[src/rtl/mem_wb_elastic_reg_if.sv]
// Handshake bundle for one elastic pipeline-stage boundary: upstream offer,
// downstream consume, flush and the back-pressure counter.
interface mem_wb_elastic_reg_if #(
  parameter int DATA_W = 69,
  parameter int CTRL_W = 2,
  parameter int CNT_W  = 16
);
  logic              flush;
  logic              in_valid;
  logic              in_ready;
  logic [CTRL_W-1:0] in_ctrl;
  logic [DATA_W-1:0] in_data;
  logic              out_valid;
  logic              out_ready;
  logic [CTRL_W-1:0] out_ctrl;
  logic [DATA_W-1:0] out_data;
  logic [CNT_W-1:0]  stall_cnt;

  // The elastic register itself.
  modport slave (
    input  flush, in_valid, in_ctrl, in_data, out_ready,
    output in_ready, out_valid, out_ctrl, out_data, stall_cnt
  );

  // The surrounding pipeline (or a bench) driving and observing it.
  modport master (
    output flush, in_valid, in_ctrl, in_data, out_ready,
    input  in_ready, out_valid, out_ctrl, out_data, stall_cnt
  );
endinterface

[src/rtl/mem_wb_elastic_reg.sv]
// Elastic MEM->WB pipeline register: main + skid entry, synchronous flush,
// zeroed control on bubbles and a saturating back-pressure counter.
module mem_wb_elastic_reg #(
  parameter int DATA_W = 69,
  parameter int CTRL_W = 2,
  parameter int CNT_W  = 16
) (
  input  logic                 clk,
  input  logic                 rst,
  mem_wb_elastic_reg_if.slave  bus,
  output logic [1:0]           dbg_state
);

  // Handshake: a beat moves on a rising edge where valid and ready are both
  // high; an unaccepted offer must be held stable by its source.
  typedef enum logic [1:0] {
    EMPTY = 2'b00,
    ONE   = 2'b01,
    FULL  = 2'b11
  } state_t;

  state_t            state_q;
  state_t            state_d;
  logic              main_v;
  logic              skid_v;
  logic              acc;
  logic              pop;
  logic              load_main_in;
  logic              load_main_skid;
  logic              load_skid;
  logic [CTRL_W-1:0] main_ctrl;
  logic [DATA_W-1:0] main_data;
  logic [CTRL_W-1:0] skid_ctrl;
  logic [DATA_W-1:0] skid_data;
  logic [CNT_W-1:0]  stall_q;

  // The state encoding is the pair of valid bits itself.
  assign main_v = state_q[0];
  assign skid_v = state_q[1];

  assign acc = bus.in_valid & ~skid_v;
  assign pop = main_v & bus.out_ready;

  always_comb begin
    state_d        = state_q;
    load_main_in   = 1'b0;
    load_main_skid = 1'b0;
    load_skid      = 1'b0;
    if (bus.flush) begin
      state_d = EMPTY;
    end else begin
      case (state_q)
        EMPTY: begin
          if (acc) begin
            state_d      = ONE;
            load_main_in = 1'b1;
          end
        end
        ONE: begin
          if (acc && pop) begin
            load_main_in = 1'b1;
          end else if (acc) begin
            state_d   = FULL;
            load_skid = 1'b1;
          end else if (pop) begin
            state_d = EMPTY;
          end
        end
        FULL: begin
          if (pop) begin
            state_d        = ONE;
            load_main_skid = 1'b1;
          end
        end
        default: state_d = EMPTY;
      endcase
    end
  end

  always_ff @(posedge clk or posedge rst) begin
    if (rst) begin
      state_q <= EMPTY;
    end else begin
      state_q <= state_d;
    end
  end

  // Data registers are never cleared by flush; only valid bits are dropped.
  always_ff @(posedge clk or posedge rst) begin
    if (rst) begin
      main_ctrl <= '0;
      main_data <= '0;
      skid_ctrl <= '0;
      skid_data <= '0;
    end else begin
      if (load_main_in) begin
        main_ctrl <= bus.in_ctrl;
        main_data <= bus.in_data;
      end else if (load_main_skid) begin
        main_ctrl <= skid_ctrl;
        main_data <= skid_data;
      end
      if (load_skid) begin
        skid_ctrl <= bus.in_ctrl;
        skid_data <= bus.in_data;
      end
    end
  end

  always_ff @(posedge clk or posedge rst) begin
    if (rst) begin
      stall_q <= '0;
    end else if (bus.in_valid && skid_v && (stall_q != {CNT_W{1'b1}})) begin
      stall_q <= stall_q + {{(CNT_W-1){1'b0}}, 1'b1};
    end
  end

  assign bus.in_ready  = ~skid_v;
  assign bus.out_valid = main_v;
  // Bubbles carry all-zero control so they can never cause a register write.
  assign bus.out_ctrl  = main_v ? main_ctrl : '0;
  assign bus.out_data  = main_data;
  assign bus.stall_cnt = stall_q;
  assign dbg_state     = state_q;

endmodule

[src/flat_wrapper.sv]
// flat-port wrapper written by rule: the top's interface ports become plain ports
module mem_wb_elastic_reg_flat 
#(
  parameter int DATA_W = 69,
  parameter int CTRL_W = 2,
  parameter int CNT_W  = 16
)
  (clk, rst, dbg_state, bus_flush, bus_in_valid, bus_in_ctrl, bus_in_data, bus_out_ready, bus_in_ready, bus_out_valid, bus_out_ctrl, bus_out_data, bus_stall_cnt);
  mem_wb_elastic_reg_if #(.DATA_W(DATA_W), .CTRL_W(CTRL_W), .CNT_W(CNT_W)) bus_i ();
  input  logic clk;
  input  logic rst;
  output logic [1:0] dbg_state;
  input wire logic [$bits(bus_i.flush)-1:0] bus_flush;
  input wire logic [$bits(bus_i.in_valid)-1:0] bus_in_valid;
  input wire logic [$bits(bus_i.in_ctrl)-1:0] bus_in_ctrl;
  input wire logic [$bits(bus_i.in_data)-1:0] bus_in_data;
  input wire logic [$bits(bus_i.out_ready)-1:0] bus_out_ready;
  output wire logic [$bits(bus_i.in_ready)-1:0] bus_in_ready;
  output wire logic [$bits(bus_i.out_valid)-1:0] bus_out_valid;
  output wire logic [$bits(bus_i.out_ctrl)-1:0] bus_out_ctrl;
  output wire logic [$bits(bus_i.out_data)-1:0] bus_out_data;
  output wire logic [$bits(bus_i.stall_cnt)-1:0] bus_stall_cnt;
  assign bus_i.flush = bus_flush;
  assign bus_i.in_valid = bus_in_valid;
  assign bus_i.in_ctrl = bus_in_ctrl;
  assign bus_i.in_data = bus_in_data;
  assign bus_i.out_ready = bus_out_ready;
  assign bus_in_ready = bus_i.in_ready;
  assign bus_out_valid = bus_i.out_valid;
  assign bus_out_ctrl = bus_i.out_ctrl;
  assign bus_out_data = bus_i.out_data;
  assign bus_stall_cnt = bus_i.stall_cnt;
  mem_wb_elastic_reg #(.DATA_W(DATA_W), .CTRL_W(CTRL_W), .CNT_W(CNT_W)) u_core (.clk(clk), .rst(rst), .bus(bus_i), .dbg_state(dbg_state));
endmodule
[config.mk]
export PLATFORM = sky130hd
export DESIGN_NAME = mem_wb_elastic_reg_flat
export DESIGN_NICKNAME = d
export VERILOG_FILES = /design/src/rtl/mem_wb_elastic_reg_if.sv /design/src/rtl/mem_wb_elastic_reg.sv /design/src/flat_wrapper.sv
export SDC_FILE = /design/constraint.sdc
export NUM_CORES = 1
export LEC_CHECK = 0
export CORE_ASPECT_RATIO = 1.75
export CORE_MARGIN = 5
export CORE_UTILIZATION = 52
export CTS_BUF_LIST = sky130_fd_sc_hd__clkbuf_4 sky130_fd_sc_hd__clkbuf_8 sky130_fd_sc_hd__clkbuf_16
export CTS_CLUSTER_DIAMETER = 50
export DETAILED_ROUTE_END_ITERATION = 12
export DONT_BUFFER_PORTS = 1
export PLACE_DENSITY_LB_ADDON = 0.2
export SYNTH_ARGS = -nofsm -noshare
export SYNTH_HDL_FRONTEND = slang
export SYNTH_SLANG_ARGS = --single-unit
[constraint.sdc]
create_clock -name clk -period 12.15 [get_ports clk]
set_clock_uncertainty 0.2 [all_clocks]
set_input_delay 1.8225 -clock clk [delete_from_list [all_inputs] [get_ports clk]]
set_output_delay 1.8225 -clock clk [all_outputs]
set_load 0.05 [all_outputs]
==> results of run 1 <==
-- area by class of cell --
| class | instances | area, um2 |
|---|---|---|
| inverters | 3 | 16.3 |
| clock inverters | 14 | 146 |
| multi-input cells | 371 | 3030 |
| repair buffers | 7 | 52.6 |
| well taps | 177 | 221 |
| flip-flops and latches | 160 | 4000 |
| clock buffers | 17 | 425 |
| fillers | 1157 | 5940 |
-- layer usage --
| layer | part of all wire [%] | wire length [um] | vias to the layer above | global-route usage [%] |
|---|---|---|---|---|
| met5 | 0 | 0 | - | 0 |
| met4 | 1.4 | 210 | 0 | 5.65 |
| met3 | 7.6 | 1150 | 14 | 6.85 |
| met2 | 52 | 7870 | 103 | 32.0 |
| met1 | 39 | 5780 | 2087 | 21.9 |
| li1 | - | - | 1971 | - |
-- logic make-up (layout without fill, tap and decap cells) --
group | Yosys count | in the layout | share of synthesized area [%]
flip-flops | 160 | 160 | 55.2
XOR/XNOR | 8 | 8 | 0.965
buffers and inverters | 36 | 41 | 3.31
AO/OA/AOI/OAI | 94 | 94 | 6.84
multiplexers | 148 | 148 | 25.4
AND/OR/NAND/NOR | 116 | 116 | 7.50
adder cells (fa/ha/maj) | 5 | 5 | 0.862
-- synth_stat cells, types with 3 or more instances --
library cell / n
nand2_1: 78
buf_4: 11
inv_1: 3
mux2_2: 6
nand2b_1: 3
nand3_1: 9
buf_6: 7
clkbuf_1: 6
mux2i_1: 71
ha_1: 5
dfrtp_1: 160
mux2_4: 70
buf_2: 9
o21ai_0: 76
nor3_1: 4
a21oi_1: 9
nor2_1: 6
xor2_1: 6
-- per-stage QoR --
stage	total power (W)	instance area [um2]	setup slack, ns	util (%)
2_1_floorplan	0.00161	7260	5.81	-
3_3_place_gp	0.00168	7320	8.31	52.9
3_5_place_dp	0.00171	7320	8.24	52.9
4_1_cts	0.00224	7900	8.41	57.1
5_1_grt	0.00233	7900	8.27	57.1
6_report	0.00222	7900	8.46	57.1
-- where the power goes --
group          internal (W)  switching [W]
Combinational      0.000246       0.000161
Clock              0.000289       0.000233
Sequential         0.000752       0.000536
-- path summary, 6_finish.rpt --
check / cells after the start / startpoint / slack [ns] / to
setup / recovery: 1 / u_core.dbg_state[1] / 8.46 / bus_in_ready
hold / removal: 1 / u_core.skid_data[35] / 0.31 / u_core.skid_data[35]
setup reg to reg: 6 / u_core.dbg_state[1] / 8.46 / u_core.skid_data[67]
hold reg to reg: 1 / u_core.skid_data[35] / 0.31 / u_core.skid_data[35]
max in group asynchronous: 2 / rst / 9.03 / u_core.bus.stall_cnt[1]
min in group asynchronous: 1 / rst / 1.16 / u_core.bus.out_data[48]
-- sequential cells by signal (all words and copies together) (netlist names) --
signal                cells
u_core.skid_data         69
u_core.skid_ctrl          2
u_core.main_ctrl          2
u_core.bus.stall_cnt     16
u_core.dbg_state          2
u_core.bus.out_data      69
==> summary.txt, run 1 <==
area grow syn2layout - 8.77%
Final nets - 641
outcome - finished clean
worst-margin pin slew - 1.13 ns
I/O pin count - 167
initial antenna violation count - 0
Slowest-stage cell, CP - dfrtp_1
max frequency - 271 MHz
CTS tree - built
iteration count of the initial detailed-routing pass - 4
Root Buffer - clkbuf_16
RSZ-0062 raised after global routing - no
Buf/Inv on CP - 1
Mapped Cells - 567
Hold Crit Class - register to register
final RePlAce weighted congestion - 0.779
Synth Area per Inst - 12.8 um2
Core Region - 13800 um2
cts bufs inserted - 17
CP max FO - 10
Arr. time, crit path - 1.67 ns
Post-Syn Area - 7260 um2
Final Setup Violations - 0
hold buffer count at cts - 0
synth top area cells - dfrtp_1, mux2_4, mux2i_1, o21ai_0, nand2_1
Die W - 99.3 um
Slew headroom - 24.7%
Worst Hold Slack - 0.313 ns
DR DRC count - 0
GR Util All Layers - 18.8%
TNS Setup - 0 ns
clk slew on worst S/H paths - 0.07 ns
largest net degree at the start of global routing - 95
layout cell share with drive strength beyond 1 - 21.3%
syn nets - 648
Crit path max-delay family - flip-flops
max_cap viols - 0
Total Die Area - 16500 um2
P_leak - 4.12 nW
asr flop ratio synth - 100%
Initial Util - 52.5%
VDD IR max - 0.122 mV
Gates resized, CTS repair - 0
most frequent cells in the layout - dfrtp_1, nand2_1, o21ai_0, mux2i_1, mux2_4
max-slew violations - 0
Routed WL per cell - 20.0 um
Sink Count - 160
Crit Path Category - register to output port
clock period minus worst slack - 3.69 ns
Post-Place Cells - 718
GRT overflow - 0
Routed Antenna Nets - 0
P per Cell Area - 281 nW/um2
initial drt markers - 172
endpoints failing hold - 0
Detailed Route WL - 15000 um
num rows - 57
Unique masters post-synth - 40
vias in the first global route - 4417
most common cell after layout, fill and taps aside - dfrtp_1
Tcrit/Tclk final - 30.4%
sequential element share of the synthesized area - 55.2%
Worst path max stage delay - 0.79 ns
clk_lat worst skew - 0.41 ns
crit end category - output port
Synth top area share - 55.2%
final non-filler cell total - 749
largest area contributor in the netlist - dfrtp_1
data required time of the critical path - 10.13 ns
CP Launch Type - register
first-pass GRT wire length - 24700 um
#FFs+latches synth - 160
dpl hpwl - 10100 um
I/O Buffers - 0
Critical Path, Cell by Cell - inv_1
routed vias/inst - 5.57
# diodes - 0
Primary FF master, synth - dfrtp_1
total vias in the final route - 4175
Ys Warns - 0
Post-CTS Setup Inserts - 0
Max Buffers Root-to-Sink - 2
H-Tree Depth - 4
number of enable flip-flop cells after synthesis - 0
Die Ht - 166 um
Note: power is estimated with default switching activity, not from simulation.
==> inputs of run 2 (changes only) <==
==> constraint.sdc (replaced) <==
create_clock -name clk -period 3.25 [get_ports clk]
set_clock_uncertainty 0.2 [all_clocks]
set_input_delay 0.4875 -clock clk [delete_from_list [all_inputs] [get_ports clk]]
set_output_delay 0.4875 -clock clk [all_outputs]
set_load 0.05 [all_outputs]
==> run 2 against run 1 <==
  * Worst hold slack got worse by 0.30 ns
  * Sequential share of layout area down 4.3 points
  * Clock power rose to 3.6 times the previous value
  * Total power rose to 3.8 times the previous value
  * Combinational power rose to 3.9 times the previous value
  * Count of clock-buffer cells in the layout grew 2
  * Cell count increased by 9.5%
  * Register-to-register slack worse by 7.8 ns
  * Utilization up 5.3 points
  * Global-route usage is 0.61 points higher
  * Via count is 8.0% higher
  * First-iteration DRC count is 17% lower
  * Largest power group unchanged
==> summary.txt, run 2 (synthesis gave the netlist of run 1 again) <==
iteration count of the initial detailed-routing pass - 4
Switching Share - 42.0%
Worst Setup EP - u_core.skid_data[67]
# diodes - 0
CTS tree - built
vias in the first global route - 4816
worst-margin pin slew - 0.730 ns
initial drt markers - 143
clock power share - 22.7%
endpoints failing hold - 0
P_leak - 4.42 nW
Die Ht - 166 um
r2r startpoint - u_core.dbg_state[0]
hold buffer count at cts - 52
RSZ-0062 raised after global routing - no
Crit Path Category - register to register
Worst Hold Slack - 0.0114 ns
P per Cell Area - 964 nW/um2
clk slew on worst S/H paths - 0.07 ns
Core Region - 13800 um2
Reg power frac - 58.1%
Logic pwr share - 19.2%
I/O Buffers - 0
max-slew violations - 0
Final nets - 711
Max Buffers Root-to-Sink - 2
GRT overflow - 0
Root Buffer - clkbuf_16
data required time of the critical path - 3.34 ns
reg2reg end - u_core.skid_data[67]
Reg2Reg Setup Slack - 0.67 ns
Routed Antenna Nets - 0
DR DRC count - 0
H-Tree Depth - 4
Slew headroom - 51.4%
Hold Crit Class - primary input to register
total vias in the final route - 4509
num rows - 57
max_cap viols - 0
dpl hpwl - 10300 um
net switching power - 0.00349 W
Int Pwr - 0.00483 W
Post-CTS Setup Inserts - 0
CP Launch Type - register
GR Util All Layers - 19.4%
first-pass GRT wire length - 25700 um
most frequent cells in the layout - dfrtp_1, nand2_1, o21ai_0, mux2i_1, mux2_4
final RePlAce weighted congestion - 0.759
initial antenna violation count - 0
Total Die Area - 16500 um2
routed vias/inst - 5.50
Arr. time, crit path - 2.66 ns
crit path launch - u_core.dbg_state[0]
area grow syn2layout - 18.9%
TNS Setup - 0 ns
cts bufs inserted - 17
Die W - 99.3 um
layout cell share with drive strength beyond 1 - 19.8%
Final Setup Violations - 0
Tcrit/Tclk final - 79.3%
largest net degree at the start of global routing - 97
Gates resized, CTS repair - 0
crit end category - register
Sink Count - 160
Initial Util - 52.5%
max frequency - 388 MHz
Routed WL per cell - 19.4 um
CP max FO - 41
most common cell after layout, fill and taps aside - dfrtp_1
clock period minus worst slack - 2.58 ns
Detailed Route WL - 15900 um
I/O pin count - 167
r2r worst-path depth - 5
outcome - finished clean
VDD IR max - 0.512 mV
min-delay src - bus_in_data[54]
clk_lat worst skew - 0.40 ns
-- run 2: power groups by stage --
stage	Clock, W	Combinational (W)	Sequential (W)
2_1_floorplan	0	0.00136	0.00466
3_3_place_gp	0	0.00145	0.00484
3_5_place_dp	0	0.00155	0.00487
4_1_cts	0.00193	0.00160	0.00484
5_1_grt	0.00202	0.00176	0.00494
6_report	0.00189	0.00160	0.00483
-- run 2: layout make-up --
cell class / count / area [um2]
repair buffers: 77 / 793
multi-input cells: 371 / 3030
clock inverters: 13 / 123
inverters: 3 / 15.0
clock buffers: 19 / 447
flip-flops and latches: 160 / 4000
well taps: 177 / 221
fillers: 1094 / 5200
-- run 2: worst min path at each step --
stage,to,slack [ns],cells past startpoint
6_report,u_core.bus.out_data[54],0.01,2
5_1_grt,u_core.skid_data[36],0.00004,1
4_1_cts,u_core.bus.out_data[6],0.0008,2
3_5_place_dp,u_core.bus.stall_cnt[0],0.15,1
3_3_place_gp,u_core.bus.stall_cnt[0],0.14,1
2_1_floorplan,u_core.skid_data[67],0.28,1
-- run 2: per-layer routing --
layer	wire length, um	part of all wire [%]	global-route usage (%)
met1	6140	39	22.1
met2	8310	52	33.7
met3	1100	6.9	6.31
met4	356	2.2	6.60
met5	0	0	0
-- run 2: worst max-delay path, cell delays in order, from the launching register on --
cell and delay [ns]:
dfrtp_1 0.52, ha_1 0.33, nand3b_4 0.11, a211o_4 0.49
buf_12 0.36, mux2_2 0.37
-- run 2: through the flow --
step	cells	util [%]	power (W)	area (um2)	worst slack [ns]
finish	820	62.4	0.00833	8630	0.673
global route	820	62.4	0.00872	8630	0.595
detailed placement	722	53.5	0.00642	7400	0.678
CTS	806	61.4	0.00838	8490	0.681
global placement	722	53.5	0.00629	7400	0.762
floorplan	567	-	0.00602	7260	0.534
==> inputs of run 3 (changes only) <==
==> constraint.sdc (replaced) <==
create_clock -name clk -period 2.17 [get_ports clk]
set_clock_uncertainty 0.2 [all_clocks]
set_input_delay 0.3255 -clock clk [delete_from_list [all_inputs] [get_ports clk]]
set_output_delay 0.3255 -clock clk [all_outputs]
set_load 0.05 [all_outputs]
==> run 3 against run 2 <==
  * Worst hold slack improved by 0.076 ns
  * Clock power increased by 54%
  * Die area unchanged
  * Setup slack got worse by 0.60 ns
  * Largest cell class unchanged
==> summary.txt, run 3 (synthesis gave the netlist of run 1 again) <==
outcome - finished clean
dpl hpwl - 10600 um
Layout fillers - 1051
VDD IR max - 0.723 mV
crit end category - register
Die Ht - 166 um
CP Launch Type - register
Core Region - 13800 um2
first-pass GRT wire length - 26700 um
RSZ-0062 raised after global routing - no
data required time of the critical path - 2.27 ns
Root Buffer - clkbuf_16
initial antenna violation count - 0
GRT met1 Usage - 22.7%
most frequent cells in the layout - dfrtp_1, nand2_1, o21ai_0, dlygate4sd3_1, mux2i_1
Worst path max stage delay - 0.38 ns
most common cell after layout, fill and taps aside - dfrtp_1
Critical Path, Cell by Cell - inv_1, ha_1, nand3b_4, a211o_4, buf_12, mux2_4
DR DRC count - 0
layout cell share with drive strength beyond 1 - 22.7%
GRT overflow - 0
initial drt markers - 148
I/O Buffers - 0
Initial Util - 52.5%
grt met2 use - 34.9%
total vias in the final route - 4681
clock period minus worst slack - 2.09 ns
P_leak - 4.64 nW
area grow syn2layout - 24.4%
max-slew violations - 0
Max Buffers Root-to-Sink - 2
H-Tree Depth - 4
Final Setup Violations - 0
cts bufs inserted - 17
Tcrit/Tclk final - 96.5%
Crit Path Category - register to register
final RePlAce weighted congestion - 0.767
Final nets - 745
GR Util All Layers - 20.0%
Total Die Area - 16500 um2
iteration count of the initial detailed-routing pass - 4
Hold Crit Class - primary input to register
CTS tree - built
# diodes - 0
clk slew on worst S/H paths - 0.07 ns
max_cap viols - 0
I/O pin count - 167
fin util - 65.3%
max frequency - 477 MHz
met3 GRT Util - 5.21%
P per Cell Area - 1410 nW/um2
TNS Setup - 0 ns
Routed Antenna Nets - 0
Detailed Route WL - 16500 um
worst-margin pin slew - 0.543 ns
Top Usage Layer GRT - met2
Slowest-stage cell, CP - dfrtp_1
CP max FO - 38
clk_lat worst skew - 0.42 ns
Post-Place Cell Area - 7640 um2
vias in the first global route - 5227
Sink Count - 160
Worst Hold Slack - 0.0873 ns
Slew headroom - 63.8%
Routed WL per cell - 19.3 um
endpoints failing hold - 0
Arr. time, crit path - 2.19 ns
Die W - 99.3 um
largest net degree at the start of global routing - 93
num rows - 57
design area - 9030 um2
total power - 0.0128 W
routed vias/inst - 5.48
==> run 3: changes by cell type in the layout (fill, tap and decap cells not counted), sizes merged <==
cell,delta
buf,+24
clkbuf,+1
clkinv,-3
dlygate4sd3,+8
inv,+4
==> run 3: layer usage <==
layer | up-vias | wire (um)
li1 | 2178 | -
met1 | 2343 | 6380
met2 | 129 | 8780
met3 | 31 | 943
met4 | 0 | 410
met5 | - | 0
==> run 3: final timing paths <==
check / startpoint / endpoint / slack (ns) / cells after the start
worst max-delay path: u_core.dbg_state[1] / u_core.skid_data[0] / 0.08 / 6
worst min-delay path: bus_out_ready / u_core.dbg_state[0] / 0.09 / 3
worst max register to register: u_core.dbg_state[1] / u_core.skid_data[0] / 0.08 / 6
worst min register to register: u_core.skid_data[46] / u_core.skid_data[46] / 0.31 / 1
max in group asynchronous: rst / u_core.bus.out_data[24] / 0.99 / 3
min in group asynchronous: rst / u_core.bus.out_data[26] / 0.13 / 2
==> run 3: power breakdown <==
group	total, W	leakage (nW)	internal [W]	switching, W
logic	0.00269	2.38	0.00160	0.00109
registers	0.00717	1.98	0.00422	0.00295
clock network	0.00291	0.276	0.00156	0.00135
==> run 3: layout make-up <==
cell class                      instances  area (um2)  area share, %
Timing Repair Buffer                  111        1180           13.0
Inverter                                3        15.0          0.166
Multi-Input combinational cell        371        3030           33.6
Clock inverter                         14         141           1.57
Clock buffer                           18         439           4.86
Sequential cell                       160        4010           44.4
Tap cell                              177         221           2.45
==> run 3: stage by stage <==
stage | setup slack, ns | instances
2_1_floorplan | -0.454 | 567
3_3_place_gp | 0.165 | 744
3_5_place_dp | 0.0608 | 744
4_1_cts | 0.0286 | 850
5_1_grt | 0.0317 | 854
6_report | 0.0757 | 854
==> run 3: what timing repair did <==
item	in CTS	in global routing
hold endpoints to repair	305	0
gates resized for setup	0	5
hold buffers	74	0
setup endpoints to repair	0	66
setup buffers	0	2
==> run 3: critical path, delay by kind of cell, from the launching register on <==
family | cells | cell delay, ns
AOI/OAI and AO/OA | 1 | 0.32
adders and majority gates | 1 | 0.25
buffers and inverters | 2 | 0.31
DFF | 1 | 0.38
muxes | 1 | 0.33
and+or+nand+nor | 1 | 0.12
